$ cat src/rtl/multiplication_shift_add_pkg.sv
// Shared constants, state encoding and helpers for the fixed-point
// shift-add multiplier (encoding is common with the divider).
package multiplication_shift_add_pkg;

    localparam int N          = 16;
    localparam int SCALE_W    = 3;
    localparam int OUT_SCALE  = 3;
    localparam int MANT_W     = N - SCALE_W;
    localparam int ITERATIONS = 13;
    localparam int SUM_W      = SCALE_W + 1;
    localparam int CNT_W      = 4;

    typedef enum logic [1:0] {
        IDLE = 2'd0,
        MULT = 2'd1,
        NORM = 2'd2,
        DONE = 2'd3
    } state_e;

    // The most negative mantissa maps to 2^(MANT_W-1), which still fits unsigned.
    function automatic logic [MANT_W-1:0] magnitude(input logic [MANT_W-1:0] m);
        return m[MANT_W-1] ? -m : m;
    endfunction

endpackage

$ cat src/rtl/multiplication_shift_add_if.sv
// Request/result bundle between a requester and the shift-add multiplier.
interface multiplication_shift_add_if;
    import multiplication_shift_add_pkg::*;

    logic         start;
    logic [N-1:0] multiplicand;
    logic [N-1:0] multiplier;
    logic [N-1:0] product;
    logic         busy;
    logic         ready;
    logic         overflow;

    modport master (
        output start, multiplicand, multiplier,
        input  product, busy, ready, overflow
    );

    modport slave (
        input  start, multiplicand, multiplier,
        output product, busy, ready, overflow
    );

endinterface

$ cat src/rtl/carry_lookahead_adder_16bit.sv
// 16-bit two-level carry-lookahead adder: 4-bit groups with lookahead
// across the group generate/propagate terms.
module carry_lookahead_adder_16bit (
    input  logic [15:0] a,
    input  logic [15:0] b,
    input  logic        cin,
    output logic [15:0] sum,
    output logic        cout
);

    logic [15:0] g;
    logic [15:0] p;
    logic [15:0] c;
    logic [3:0]  bg;
    logic [3:0]  bp;
    logic [4:0]  bc;

    assign g = a & b;
    assign p = a ^ b;

    always_comb begin
        for (int k = 0; k < 4; k++) begin
            bg[k] = g[4*k+3]
                  | (p[4*k+3] & g[4*k+2])
                  | (p[4*k+3] & p[4*k+2] & g[4*k+1])
                  | (p[4*k+3] & p[4*k+2] & p[4*k+1] & g[4*k]);
            bp[k] = &p[4*k +: 4];
        end
    end

    assign bc[0] = cin;
    assign bc[1] = bg[0] | (bp[0] & cin);
    assign bc[2] = bg[1] | (bp[1] & bg[0]) | (bp[1] & bp[0] & cin);
    assign bc[3] = bg[2] | (bp[2] & bg[1]) | (bp[2] & bp[1] & bg[0])
                 | (bp[2] & bp[1] & bp[0] & cin);
    assign bc[4] = bg[3] | (bp[3] & bg[2]) | (bp[3] & bp[2] & bg[1])
                 | (bp[3] & bp[2] & bp[1] & bg[0])
                 | (bp[3] & bp[2] & bp[1] & bp[0] & cin);

    always_comb begin
        for (int k = 0; k < 4; k++) begin
            c[4*k]   = bc[k];
            c[4*k+1] = g[4*k] | (p[4*k] & bc[k]);
            c[4*k+2] = g[4*k+1] | (p[4*k+1] & g[4*k]) | (p[4*k+1] & p[4*k] & bc[k]);
            c[4*k+3] = g[4*k+2] | (p[4*k+2] & g[4*k+1])
                     | (p[4*k+2] & p[4*k+1] & g[4*k])
                     | (p[4*k+2] & p[4*k+1] & p[4*k] & bc[k]);
        end
    end

    assign sum  = p ^ c;
    assign cout = bc[4];

endmodule

$ cat src/rtl/multiplication_shift_add.sv
// Sign-magnitude shift-add multiplier for scaled fixed-point words; the
// product is renormalised to a fixed output scale with overflow detection.
module multiplication_shift_add #(
    parameter int N         = multiplication_shift_add_pkg::N,
    parameter int SCALE_W   = multiplication_shift_add_pkg::SCALE_W,
    parameter int OUT_SCALE = multiplication_shift_add_pkg::OUT_SCALE
) (
    input  logic                       clk,
    input  logic                       reset,
    multiplication_shift_add_if.slave  bus
);
    import multiplication_shift_add_pkg::*;

    localparam int MW     = N - SCALE_W;
    localparam int ACC_W  = 2 * MW;
    localparam int NORM_W = ACC_W + (2 ** SCALE_W) - 1;
    localparam logic [SUM_W-1:0] OUT_S = SUM_W'(OUT_SCALE);

    state_e            state;
    state_e            next_state;
    logic              accept;
    logic              step;
    logic              finish;

    logic [MW-1:0]     mag_a;
    logic [MW-1:0]     mag_b;
    logic              sign;
    logic [SUM_W-1:0]  scale_sum;
    logic [ACC_W-1:0]  acc;
    logic [CNT_W-1:0]  count;
    logic [N-1:0]      product;
    logic              ready;
    logic              overflow;

    logic [MW-1:0]     mant_a;
    logic [MW-1:0]     mant_b;
    logic [SCALE_W-1:0] scale_a;
    logic [SCALE_W-1:0] scale_b;

    logic [15:0]       add_a;
    logic [15:0]       add_b;
    logic [15:0]       add_sum;
    logic              add_cout;
    logic              unused_add;

    logic [NORM_W-1:0] norm_wide;
    logic              norm_ovf;
    logic [MW-1:0]     norm_mant;

    assign mant_a  = bus.multiplicand[MW-1:0];
    assign mant_b  = bus.multiplier[MW-1:0];
    assign scale_a = bus.multiplicand[N-1:MW];
    assign scale_b = bus.multiplier[N-1:MW];

    // Partial product: the multiplier LSB gates |mA| into the upper accumulator half.
    assign add_a = 16'(acc[ACC_W-1:MW]);
    assign add_b = 16'(mag_b[0] ? mag_a : '0);

    carry_lookahead_adder_16bit u_adder (
        .a    (add_a),
        .b    (add_b),
        .cin  (1'b0),
        .sum  (add_sum),
        .cout (add_cout)
    );

    assign unused_add = &{1'b0, add_sum[15:MW+1], add_cout};

    // NOTE: sequential state uses non-blocking assignments so every register
    // samples pre-edge values, independent of process ordering.
    always_ff @(posedge clk) begin
        if (reset) state <= IDLE;
        else       state <= next_state;
    end

    // NOTE: every output of this block gets a default first, so no path
    // through the case leaves a signal unassigned and infers a latch.
    always_comb begin
        next_state = state;
        accept     = 1'b0;
        step       = 1'b0;
        finish     = 1'b0;
        unique case (state)
            IDLE, DONE: begin
                if (bus.start) begin
                    accept     = 1'b1;
                    next_state = MULT;
                end
            end
            MULT: begin
                step = 1'b1;
                if (count == CNT_W'(ITERATIONS - 1)) next_state = NORM;
            end
            NORM: begin
                finish     = 1'b1;
                next_state = DONE;
            end
            default: next_state = IDLE;
        endcase
    end

    // Rescale the raw magnitude from scale S to OUT_SCALE; right shifts truncate.
    always_comb begin
        norm_wide = '0;
        if (scale_sum >= OUT_S)
            norm_wide = NORM_W'(acc) >> (scale_sum - OUT_S);
        else
            norm_wide = NORM_W'(acc) << (OUT_S - scale_sum);
    end

    assign norm_ovf  = |norm_wide[NORM_W-1:MW-1];
    assign norm_mant = sign ? -norm_wide[MW-1:0] : norm_wide[MW-1:0];

    always_ff @(posedge clk) begin
        if (reset) begin
            mag_a     <= '0;
            mag_b     <= '0;
            sign      <= 1'b0;
            scale_sum <= '0;
            acc       <= '0;
            count     <= '0;
            product   <= '0;
            ready     <= 1'b0;
            overflow  <= 1'b0;
        end else begin
            if (accept) begin
                mag_a     <= magnitude(mant_a);
                mag_b     <= magnitude(mant_b);
                sign      <= mant_a[MW-1] ^ mant_b[MW-1];
                scale_sum <= SUM_W'(scale_a) + SUM_W'(scale_b);
                acc       <= '0;
                count     <= '0;
                ready     <= 1'b0;
                overflow  <= 1'b0;
            end
            if (step) begin
                acc   <= {add_sum[MW:0], acc[MW-1:1]};
                mag_b <= mag_b >> 1;
                count <= count + 1'b1;
            end
            if (finish) begin
                product  <= norm_ovf ? '0 : {SCALE_W'(OUT_SCALE), norm_mant};
                overflow <= norm_ovf;
                ready    <= 1'b1;
            end
        end
    end

    assign bus.product  = product;
    assign bus.ready    = ready;
    assign bus.overflow = overflow;
    assign bus.busy     = (state == MULT) || (state == NORM);

endmodule

$ cat src/flat_wrapper.sv
// flat-port wrapper written by rule: the top's interface ports become plain ports
module multiplication_shift_add_flat import multiplication_shift_add_pkg::*;
#(
    parameter int N         = multiplication_shift_add_pkg::N,
    parameter int SCALE_W   = multiplication_shift_add_pkg::SCALE_W,
    parameter int OUT_SCALE = multiplication_shift_add_pkg::OUT_SCALE
)
  (clk, reset, bus_start, bus_multiplicand, bus_multiplier, bus_product, bus_busy, bus_ready, bus_overflow);
  multiplication_shift_add_if bus_i ();
  input  logic clk;
  input  logic reset;
  input wire logic [$bits(bus_i.start)-1:0] bus_start;
  input wire logic [$bits(bus_i.multiplicand)-1:0] bus_multiplicand;
  input wire logic [$bits(bus_i.multiplier)-1:0] bus_multiplier;
  output wire logic [$bits(bus_i.product)-1:0] bus_product;
  output wire logic [$bits(bus_i.busy)-1:0] bus_busy;
  output wire logic [$bits(bus_i.ready)-1:0] bus_ready;
  output wire logic [$bits(bus_i.overflow)-1:0] bus_overflow;
  assign bus_i.start = bus_start;
  assign bus_i.multiplicand = bus_multiplicand;
  assign bus_i.multiplier = bus_multiplier;
  assign bus_product = bus_i.product;
  assign bus_busy = bus_i.busy;
  assign bus_ready = bus_i.ready;
  assign bus_overflow = bus_i.overflow;
  multiplication_shift_add #(.N(N), .SCALE_W(SCALE_W), .OUT_SCALE(OUT_SCALE)) u_core (.clk(clk), .reset(reset), .bus(bus_i));
endmodule
$ cat config.mk
export PLATFORM = sky130hd
export DESIGN_NAME = multiplication_shift_add_flat
export DESIGN_NICKNAME = d
export VERILOG_FILES = /design/src/rtl/multiplication_shift_add_pkg.sv /design/src/rtl/multiplication_shift_add_if.sv /design/src/rtl/carry_lookahead_adder_16bit.sv /design/src/rtl/multiplication_shift_add.sv /design/src/flat_wrapper.sv
export SDC_FILE = /design/constraint.sdc
export NUM_CORES = 1
export LEC_CHECK = 0
export ABC_AREA = 1
export CORE_MARGIN = 8
export CORE_UTILIZATION = 45
export CTS_CLUSTER_SIZE = 25
export DETAILED_ROUTE_END_ITERATION = 12
export HOLD_SLACK_MARGIN = 0.12
export PLACE_DENSITY = 0.67
export SLEW_MARGIN = 20
export SYNTH_ARGS = -nofsm -noshare
export SYNTH_HDL_FRONTEND = slang
export SYNTH_SLANG_ARGS = --single-unit
$ cat constraint.sdc
create_clock -name clk -period 2.83 [get_ports clk]
set_clock_uncertainty 0.2 [all_clocks]
set_input_delay 0.283 -clock clk [delete_from_list [all_inputs] [get_ports clk]]
set_output_delay 0.283 -clock clk [all_outputs]
set_load 0.01 [all_outputs]
* Word-level counts from Yosys, hierarchy flattened
Cells that the tools add are included.
** Cells by class
- $add $sub $neg :: 7
- $lt $le $gt $ge :: 1
- Equal/unequal tests :: 6
- Shifts and indexed selects :: 2
- Mux-type cells :: 22
- Bitwise gates (word level) :: 74
- Reductions and logical operators :: 10
** Operators by type and width (count)
- two-way mux 13 bit :: 4
- two-way mux 26 bit :: 2
- bitwise AND 1 bit :: 42
- negator 13 bit :: 3
- two-way mux 33 bit :: 1
- left shift 26 x 4 -> 33 bit :: 1
- right shift 26 x 4 -> 33 bit :: 1
- OR 1 bit :: 28
- two-way mux 12 bit :: 2
- OR reduction 21 bit :: 1
- bitwise AND 13 x 15 -> 15 bit :: 1
- two-way mux 15 bit :: 1
- bitwise XOR 14 bit :: 1
- bitwise XOR 13 bit :: 1
- two-way mux 4 bit :: 2
- AND reduction 4 bit :: 2
- two-way mux 1 bit :: 7
- case mux 2 bit (3 select lines) :: 1
- adder 3 x 3 -> 4 bit :: 1
- adder 4 x 1 -> 4 bit (second input constant) :: 1
- equality test 2 bit (second input constant) :: 2
- equality test 4 bit (second input constant) :: 1
- greater-or-equal comparator 4 x 2 -> 1 bit (second input constant) :: 1
- two-way mux 2 bit :: 2
- other kinds (11) :: 13
** Word-level totals
- Register bits :: 81
- Bits of input ports :: 35
- Output and inout bits :: 19
- Word-level logic and storage cells :: 133

* Longest topological paths before layout
Gate-level depths: netlist of the first run.
- Depth in word-level cells :: 13
- Depth in mapped cells :: 20
- Depth with buffers taken out :: 19

* Cells and area by module
A second synthesis of the first run with hierarchy kept.
** Second synthesis, totals
- Cells, all modules :: 1119
- Area total of the unflattened synthesis :: 6901.6 µm²
** By module, submodules not included
- multiplication_shift_add :: times used 1, cells an instance 997, area each 6139.6 µm², seq. area each 1581.5 µm²
- carry_lookahead_adder_16bit :: times used 1, cells an instance 122, area each 762.0 µm², seq. area each 0.0 µm²

* Least setup slack after synthesis of the first run
OpenSTA, ideal clock, no wires.
- Path type :: reg2reg
- From :: reg u_core.mag_b[0]
- To :: reg u_core.acc[24]
- Setup time :: 0.070 ns
- Data arrival time :: 2.848 ns
- Data required time :: 2.560 ns
- Slack :: -0.288 ns
- Cell stages (with the launch flop) :: 19
- Path buffers :: 1
- Period minus slack after synthesis :: 3.118 ns
- Cells stage by stage :: dfxtp_1 -> clkbuf_1 -> nand2_1 -> inv_1 -> ha_1 -> nand2_1 -> nand2_1 -> a21oi_1 -> nor2_1 -> nor2_1 -> o21ai_0 -> nand3_1 -> nand2_1 -> nand2_1 -> nand2_1 -> a21oi_1 -> fa_1 -> or2_2 -> a21oi_1
** Between the ends
- Word-level cells in the longest chain between the ends :: 11
- Elaborated cells between the ends (all ways) :: 36
- Those cells by class :: 2 x mux; 32 x bitwise; 2 x reduce/logical
** Ends and longest elaborated chain
- from (decl) :: RTL line multiplication_shift_add.sv:26 : logic [MW-1:0] mag_b;
- from (signal assigned) :: RTL line multiplication_shift_add.sv:128 : mag_b <= magnitude(mant_b);
- from (signal assigned) :: RTL line multiplication_shift_add.sv:138 : mag_b <= mag_b >> 1;
- two-way mux 13 bit (*) :: RTL line multiplication_shift_add.sv:57 : assign add_b = 16'(mag_b[0] ? mag_a : '0);
- bitwise XOR 13 bit / bitwise AND 13 x 15 -> 15 bit (equally long branches) :: RTL line carry_lookahead_adder_16bit.sv:19, carry_lookahead_adder_16bit.sv:18
- bitwise AND 1 bit, on equally long branches :: RTL line carry_lookahead_adder_16bit.sv:24, carry_lookahead_adder_16bit.sv:25, carry_lookahead_adder_16bit.sv:26
- OR 1 bit (tied with other cells) :: RTL line carry_lookahead_adder_16bit.sv:24 : | (p[4*k+3] & g[4*k+2])
- OR 1 bit / bitwise AND 1 bit (equally long branches) :: RTL line carry_lookahead_adder_16bit.sv:25, carry_lookahead_adder_16bit.sv:26
- OR 1 bit :: RTL line carry_lookahead_adder_16bit.sv:26 : | (p[4*k+3] & p[4*k+2] & p[4*k+1] & g[4*k]);
- bitwise AND 1 bit :: RTL line carry_lookahead_adder_16bit.sv:34 : assign bc[3] = bg[2] | (bp[2] & bg[1]) | (bp[2] & bp[1] & bg[0])
- OR 1 bit (2 in series) :: RTL line carry_lookahead_adder_16bit.sv:34
- bitwise XOR 14 bit (*) :: RTL line carry_lookahead_adder_16bit.sv:51 : assign sum = p ^ c;
- two-way mux 26 bit (*) :: RTL line multiplication_shift_add.sv:136 : if (step) begin
- to (signal assigned) :: RTL line multiplication_shift_add.sv:137 : acc <= {add_sum[MW:0], acc[MW-1:1]};
- to (decl) :: RTL line multiplication_shift_add.sv:29 : logic [ACC_W-1:0] acc;
Every way passes the cells marked *; elsewhere a longest branch is shown, timed or not.
A chain may end at the register's enable or synchronous reset.

* Worst setup path after layout of the first run
Same ends and word-level chain as after synthesis.

==> results of run 1 <==
where the power goes:
part           internal, mW  total [mW]  switching [mW]
combinational          2.22        5.56            3.34
sequential             1.32        1.48           0.165
clock                 0.696        1.21           0.509
total                  4.24        8.25            4.01
cells in the final DEF (no fill, tap or decap), types with 7 or more instances in the layout:
cell,netlist,routed
nand2_2,11,21
buf_4,10,63
nor2_1,46,43
ha_1,25,18
xor2_1,13,13
a21oi_1,91,87
clkbuf_16,0,10
o211ai_1,10,10
dfxtp_1,79,76
a31oi_1,13,13
buf_12,0,7
inv_1,75,73
nand3_2,6,17
nand3_1,186,175
o21ai_1,7,8
nand2_1,296,286
o21ai_0,34,33
nand4_1,17,17
clkdlybuf4s50_1,0,51
metal layers:
metal | track usage (%) | share of wire [%] | routed length, um | vias up
li1 | - | - | - | 3655
met1 | 27.2 | 46 | 8850 | 3303
met2 | 33.2 | 47 | 9130 | 177
met3 | 3.49 | 5.0 | 960 | 24
met4 | 6.83 | 1.6 | 312 | 0
met5 | 0 | 0 | 0 | -
worst paths after layout:
check                                            from                    end  slack, ns  depth (start not counted)
worst max-delay path                  u_core.mag_b[0]         u_core.acc[24]       0.10                         17
worst min-delay path            u_core.bus.product[1]  u_core.bus.product[1]       0.26                          2
worst max register to register        u_core.mag_b[0]         u_core.acc[24]       0.10                         17
worst min register to register  u_core.bus.product[1]  u_core.bus.product[1]       0.26                          2
cell type report:
type | instances | area share (%)
flip-flops and latches | 79 | 19.5
clock buffers | 9 | 2.76
clock inverters | 7 | 0.950
repair buffers | 126 | 14.6
inverters | 83 | 3.97
well taps | 184 | 2.82
multi-input cells | 821 | 55.5
cells by family after synthesis:
kind of cell	count (synthesis)	synth area share [%]
compound gates	172	14.6
flops	79	24.2
other cells	1	0.0573
xor+xnor	21	3.38
fa+ha+maj	30	6.31
simple gates	597	41.5
buf+inv	139	9.98
what timing repair did:
item	CTS	global route
gates cloned	0	1
gates resized for setup	1	52
endpoints found under the setup margin	1	17
setup buffers	0	7
pin swaps	1	17
sequential cells by signal (all words and copies together), names as in the netlist, 2 cells and up:
name,cells
u_core.bus.product,14
u_core.mag_b,13
u_core.mag_a,13
u_core.acc,26
u_core.count,4
u_core.state,2
u_core.scale_sum,4
through the flow:
step / std cells / power, mW / hold slack, ns / cell area [um2]
3_3_place_gp: 1285 / 6.56 / 0.252 / 7530
6_report: 1309 / 8.25 / 0.264 / 8160
2_1_floorplan: 1039 / 5.00 / 0.236 / 6590
4_1_cts: 1301 / 7.79 / 0.265 / 7840
3_5_place_dp: 1285 / 6.56 / 0.254 / 7530
5_1_grt: 1309 / 8.90 / 0.282 / 8160
tightest hold or removal path: cells and delay by family, from the launching register on:
family | cells | cell delay [ns]
AOI/OAI and AO/OA | 1 | 0.05
and+or+nand+nor | 1 | 0.06
DFF | 1 | 0.31
==> run metrics, run 1 <==
Seq cells post-synth=79; worst setup path class=flip-flop to flip-flop; commonest cells in the netlist=nand2_1 (296), nand3_1 (186), a21oi_1 (91), dfxtp_1 (79), inv_1 (75); Slew @ Worst Pin=0.718 ns; Startpoint Class=flip-flop; Net Count, Synth=~1100; most frequent cell after synthesis=nand2_1; Post-Syn Instances=1039; Syn Area/Cell=approximately 6.3 um2; fillcell total=1451; chip height=137 um; # nets final=1185; power density over cell area=roughly 1000 nW/um2; min setup slack post-route=0.103 ns; routed via count=a little over 7000; post-layout util=56.8%; Hold Path Class=flip-flop to flip-flop; # Max-Cap Violations=0; CTS tree=yes; IO Port Bufs=between 50 and 60; number of global-route vias before repair=6552; Initial Utilization=45.5%; Bufs and invs on worst path=1; Crit path arrival time=2.80 ns; Final ANT Viol Nets=0; RSZ-0062 raised after global routing=yes; CTS Buf Count=9; Mapped Area=between 6000 and 7000 um2; chip width=roughly 140 um; post-route clock period utilization=a little over nine tenths; die area=18700 um2; layout cells sized above 1=between 10% and 20%; Syn-to-layout area delta=24.8%; Placeable Area=approximately 14000 um2; Max VDD drop=0.385 mV; CTS Hold Bufs=0; 1st-iter DRT viols=613; Max clock buf depth=2; routability cong.=0.984; asr flop ratio synth=0%; Critical-path top delay cell=fa_1; initial antenna violation count=0; Crit path max-delay family=simple AND/OR/NAND/NOR gates; Critical Path End Type=flip-flop; length of the first detailed-routing pass in iterations=5; largest net degree at the start of global routing=61; DR vias/cell=5.47; row cnt=44; Static Leak=3.65 nW; max-slew violations=0; H-tree depth=3; register area=1590 um2; setup violators final=0; Max FO, Critical Path=8; Fin. Hold Viols=0; outcome=finished, final reports clean; Worst slew margin=a little over half; CP cell instances=nand2_2 -> inv_2 -> ha_4 -> nand2_1 -> nand2_1 -> a21oi_2 -> nor2_1 -> nor2_1 -> o21ai_1 -> nand3_1 -> nand2_2 -> nand2_2 -> nand2_2 -> a21oi_2 -> fa_1 -> or2_4 -> a21oi_2; worst slack, placed=-0.0107 ns; clk_lat worst skew=0.35 ns; top_reg_cell synth=dfxtp_1; num ports=54; area of the multi-input gates=~4500 um2; final WL=19.2 mm; required time worst endpoint=2.91 ns; ANT cells=0; Synth top area share=24.2%; area leader, netlist=dfxtp_1; clock slew at reported path FFs=0.07 ns; Tmin final=2.73 ns; GRT Resource Usage Total=slightly above 20%; max incr delay on CP=0.42 ns; Post-synth EDFFs=0; dpl hpwl=14.5 mm; Final TNS setup=0 ns; Cell variety after synth=47; CTS Root Cell=clkbuf_16; register area share after synthesis=24.2%; # DRC=0; fmax=367 MHz; drt wl/cell=about 15 um; yosys warns=0; top cells by area, synth=dfxtp_1 (24%), nand2_1 (17%), nand3_1 (14%), a21oi_1 (7.0%), ha_1 (4.8%); first-pass GRT wire length=31.3 mm; gr ovfl total=0; TritonCTS Sinks=between 70 and 80; CP dominant cell by count=nand2_2
(Power assumes the default switching activity.)
==> inputs of run 2 (changes only) <==
--- a/config.mk
+++ b/config.mk
@@ -12,6 +12,7 @@
 export DETAILED_ROUTE_END_ITERATION = 12
 export HOLD_SLACK_MARGIN = 0.12
 export PLACE_DENSITY = 0.67
+export SKIP_LAST_GASP = 1
 export SLEW_MARGIN = 20
 export SYNTH_ARGS = -nofsm -noshare
 export SYNTH_HDL_FRONTEND = slang
==> constraint.sdc (replaced) <==
create_clock -name clk -period 2.83 [get_ports clk]
set_clock_uncertainty 0.2 [all_clocks]
set_input_delay 0.4245 -clock clk [delete_from_list [all_inputs] [get_ports clk]]
set_output_delay 0.4245 -clock clk [all_outputs]
set_load 0.01 [all_outputs]
==> run metrics, run 2 (synthesis results as in run 1) <==
drt wl/cell=approximately 15 um; CTS Hold Bufs=0; H-tree depth=3; CTS Buf Count=9; max-slew violations=0; worst slack, placed=-0.00517 ns; dpl hpwl=14.5 mm; chip height=about 140 um; post-route clock period utilization=96.1%; outcome=finished, final reports clean; Fin. Hold Viols=0; chip width=137 um; Startpoint Class=flip-flop; Placeable Area=14400 um2; clock slew at reported path FFs=approximately 0.060 ns; placed inst area=7450 um2; hold path endpoint=u_core.bus.product[1]; Crit path arrival time=2.73 ns; setup violators final=0; Max FO, Critical Path=11; power density over cell area=982 nW/um2; # Max-Cap Violations=0; routed via count=7074; Syn-to-layout area delta=20.6%; Max VDD drop=0.413 mV; DP Cell Count=1279; layout cells sized above 1=14.0%; hold_sp=u_core.bus.product[1]; Min-Delay Path Depth=2; Max clock buf depth=2; fin area=7890 um2; IO Port Bufs=52; number of global-route vias before repair=6643; Total Power=7.75 mW; die area=about 19000 um2; reg2reg end=u_core.bus.product[6]; Top Registers=u_core.acc: 26 flops, u_core.bus.product: 14 flops; length of the first detailed-routing pass in iterations=5; Tmin final=2.72 ns; ANT cells=0; Static Leak=around 3.5 nW; clk_lat worst skew=0.35 ns; Initial Utilization=45.5%; min setup slack post-route=0.109 ns; commonest non-fill, non-tap cell in the layout=nand2_1; 1st-iter DRT viols=537; Final ANT Viol Nets=0; Slew @ Worst Pin=0.685 ns; first-pass GRT wire length=31.9 mm; most frequent cells in the layout=nand2_1 (286), nand3_1 (180), a21oi_1 (88); initial antenna violation count=0; num ports=54; GRT Resource Usage Total=21.0%; required time worst endpoint=2.84 ns; launching point of the worst reg2reg path=u_core.scale_sum[0]; worst setup path class=flip-flop to flip-flop; max reg flops=26; Layout Cells excl Fill=1297; largest net degree at the start of global routing=just over 60; routability cong.=~0.98; CTS tree=yes; # nets final=1173; fmax=between 300 and 400 MHz; Reg2Reg Depth=16; Worst slew margin=54.3%; RSZ-0062 raised after global routing=yes; # DRC=0; Reg2Reg Setup Slack=0.11 ns; DR vias/cell=roughly 5.5; Critical Path End Type=flip-flop; final WL=around 19 mm; Hold Path Class=flip-flop to flip-flop; CTS Root Cell=clkbuf_16; Most flops, register=u_core.acc; hold_ws=0.264 ns; TritonCTS Sinks=around 80; row cnt=between 40 and 50; gr ovfl total=0
run 2: changes by cell type in the layout (fill, tap and decap cells not counted), moves of 3 or more:
cell | previous run | this run
buf_4 | 63 | 58
nor2_2 | 3 | 6
nand3_1 | 175 | 180
ha_1 | 18 | 21
nand3_2 | 17 | 12
buf_12 | 7 | 1
clkinvlp_4 | 0 | 3
run 2: through the flow:
stage	util [%]	TNS, ns
global route	54.9	-0.120
global placement	51.8	0
floorplan	-	-0.0220
finish	54.9	0
CTS	53.8	0
detailed placement	51.8	-0.00517
run 2: what timing repair did:
| action | 4_1_cts | 5_1_grt |
|---|---|---|
| endpoints found under the hold margin | 0 | 0 |
| resized for setup | 1 | 37 |
| setup buffers | 0 | 1 |
| setup endpoints to repair | 1 | 17 |
| gates cloned | 0 | 1 |
| pin swaps | 1 | 8 |
run 2: layout make-up:
class | count | area, um2
Clock buffer | 9 | 225
Clock inverter | 7 | 56.3
Fill cell | 1479 | 6480
Inverter | 83 | 329
Multi-Input combinational cell | 821 | 4460
Sequential cell | 79 | 1590
Tap cell | 184 | 230
Timing Repair Buffer | 114 | 1000
run 2: routing by layer:
layer / global-route usage [%] / part of all wire, % / up-vias
met2: 34.1 / 47 / 168
met3: 4.37 / 4.9 / 30
met4: 6.83 / 2.2 / 0
li1: - / - / 3633
met1: 27.1 / 46 / 3243
met5: 0 / 0 / -
run 2: worst max-delay path by stage:
| stage | start | to | slack [ns] | depth (start not counted) |
|---|---|---|---|---|
| after floorplan | u_core.mag_b[0] | u_core.acc[24] | -0.02 | 18 |
| after global placement | u_core.mag_b[0] | u_core.acc[24] | 0.03 | 17 |
| after detailed placement | u_core.mag_b[0] | u_core.acc[24] | -0.005 | 17 |
| after CTS | u_core.mag_b[0] | u_core.acc[24] | 0.01 | 17 |
| after global routing | u_core.mag_b[0] | u_core.acc[24] | -0.09 | 17 |
| final | u_core.scale_sum[0] | u_core.bus.product[6] | 0.11 | 16 |
run 2: where the power goes:
part / switching [mW] / internal (mW)
combinational: 3.22 / 1.95
clock: 0.513 / 0.603
sequential: 0.152 / 1.32
total: 3.88 / 3.87
run 2: critical path: stages, from the launching register on:
cell and delay [ns]:
dfxtp_1 0.34, buf_4 0.13, buf_4 0.21, nand2_4 0.09, nand2_8 0.09, xor2_4 0.21, buf_4 0.21, nand3_1 0.11
nand3_1 0.15, nand2_1 0.10, nor2_2 0.18, nand3_1 0.12, nand2_2 0.10, xor2_1 0.16, nor2_1 0.06, nor2_1 0.08
nor2_1 0.04
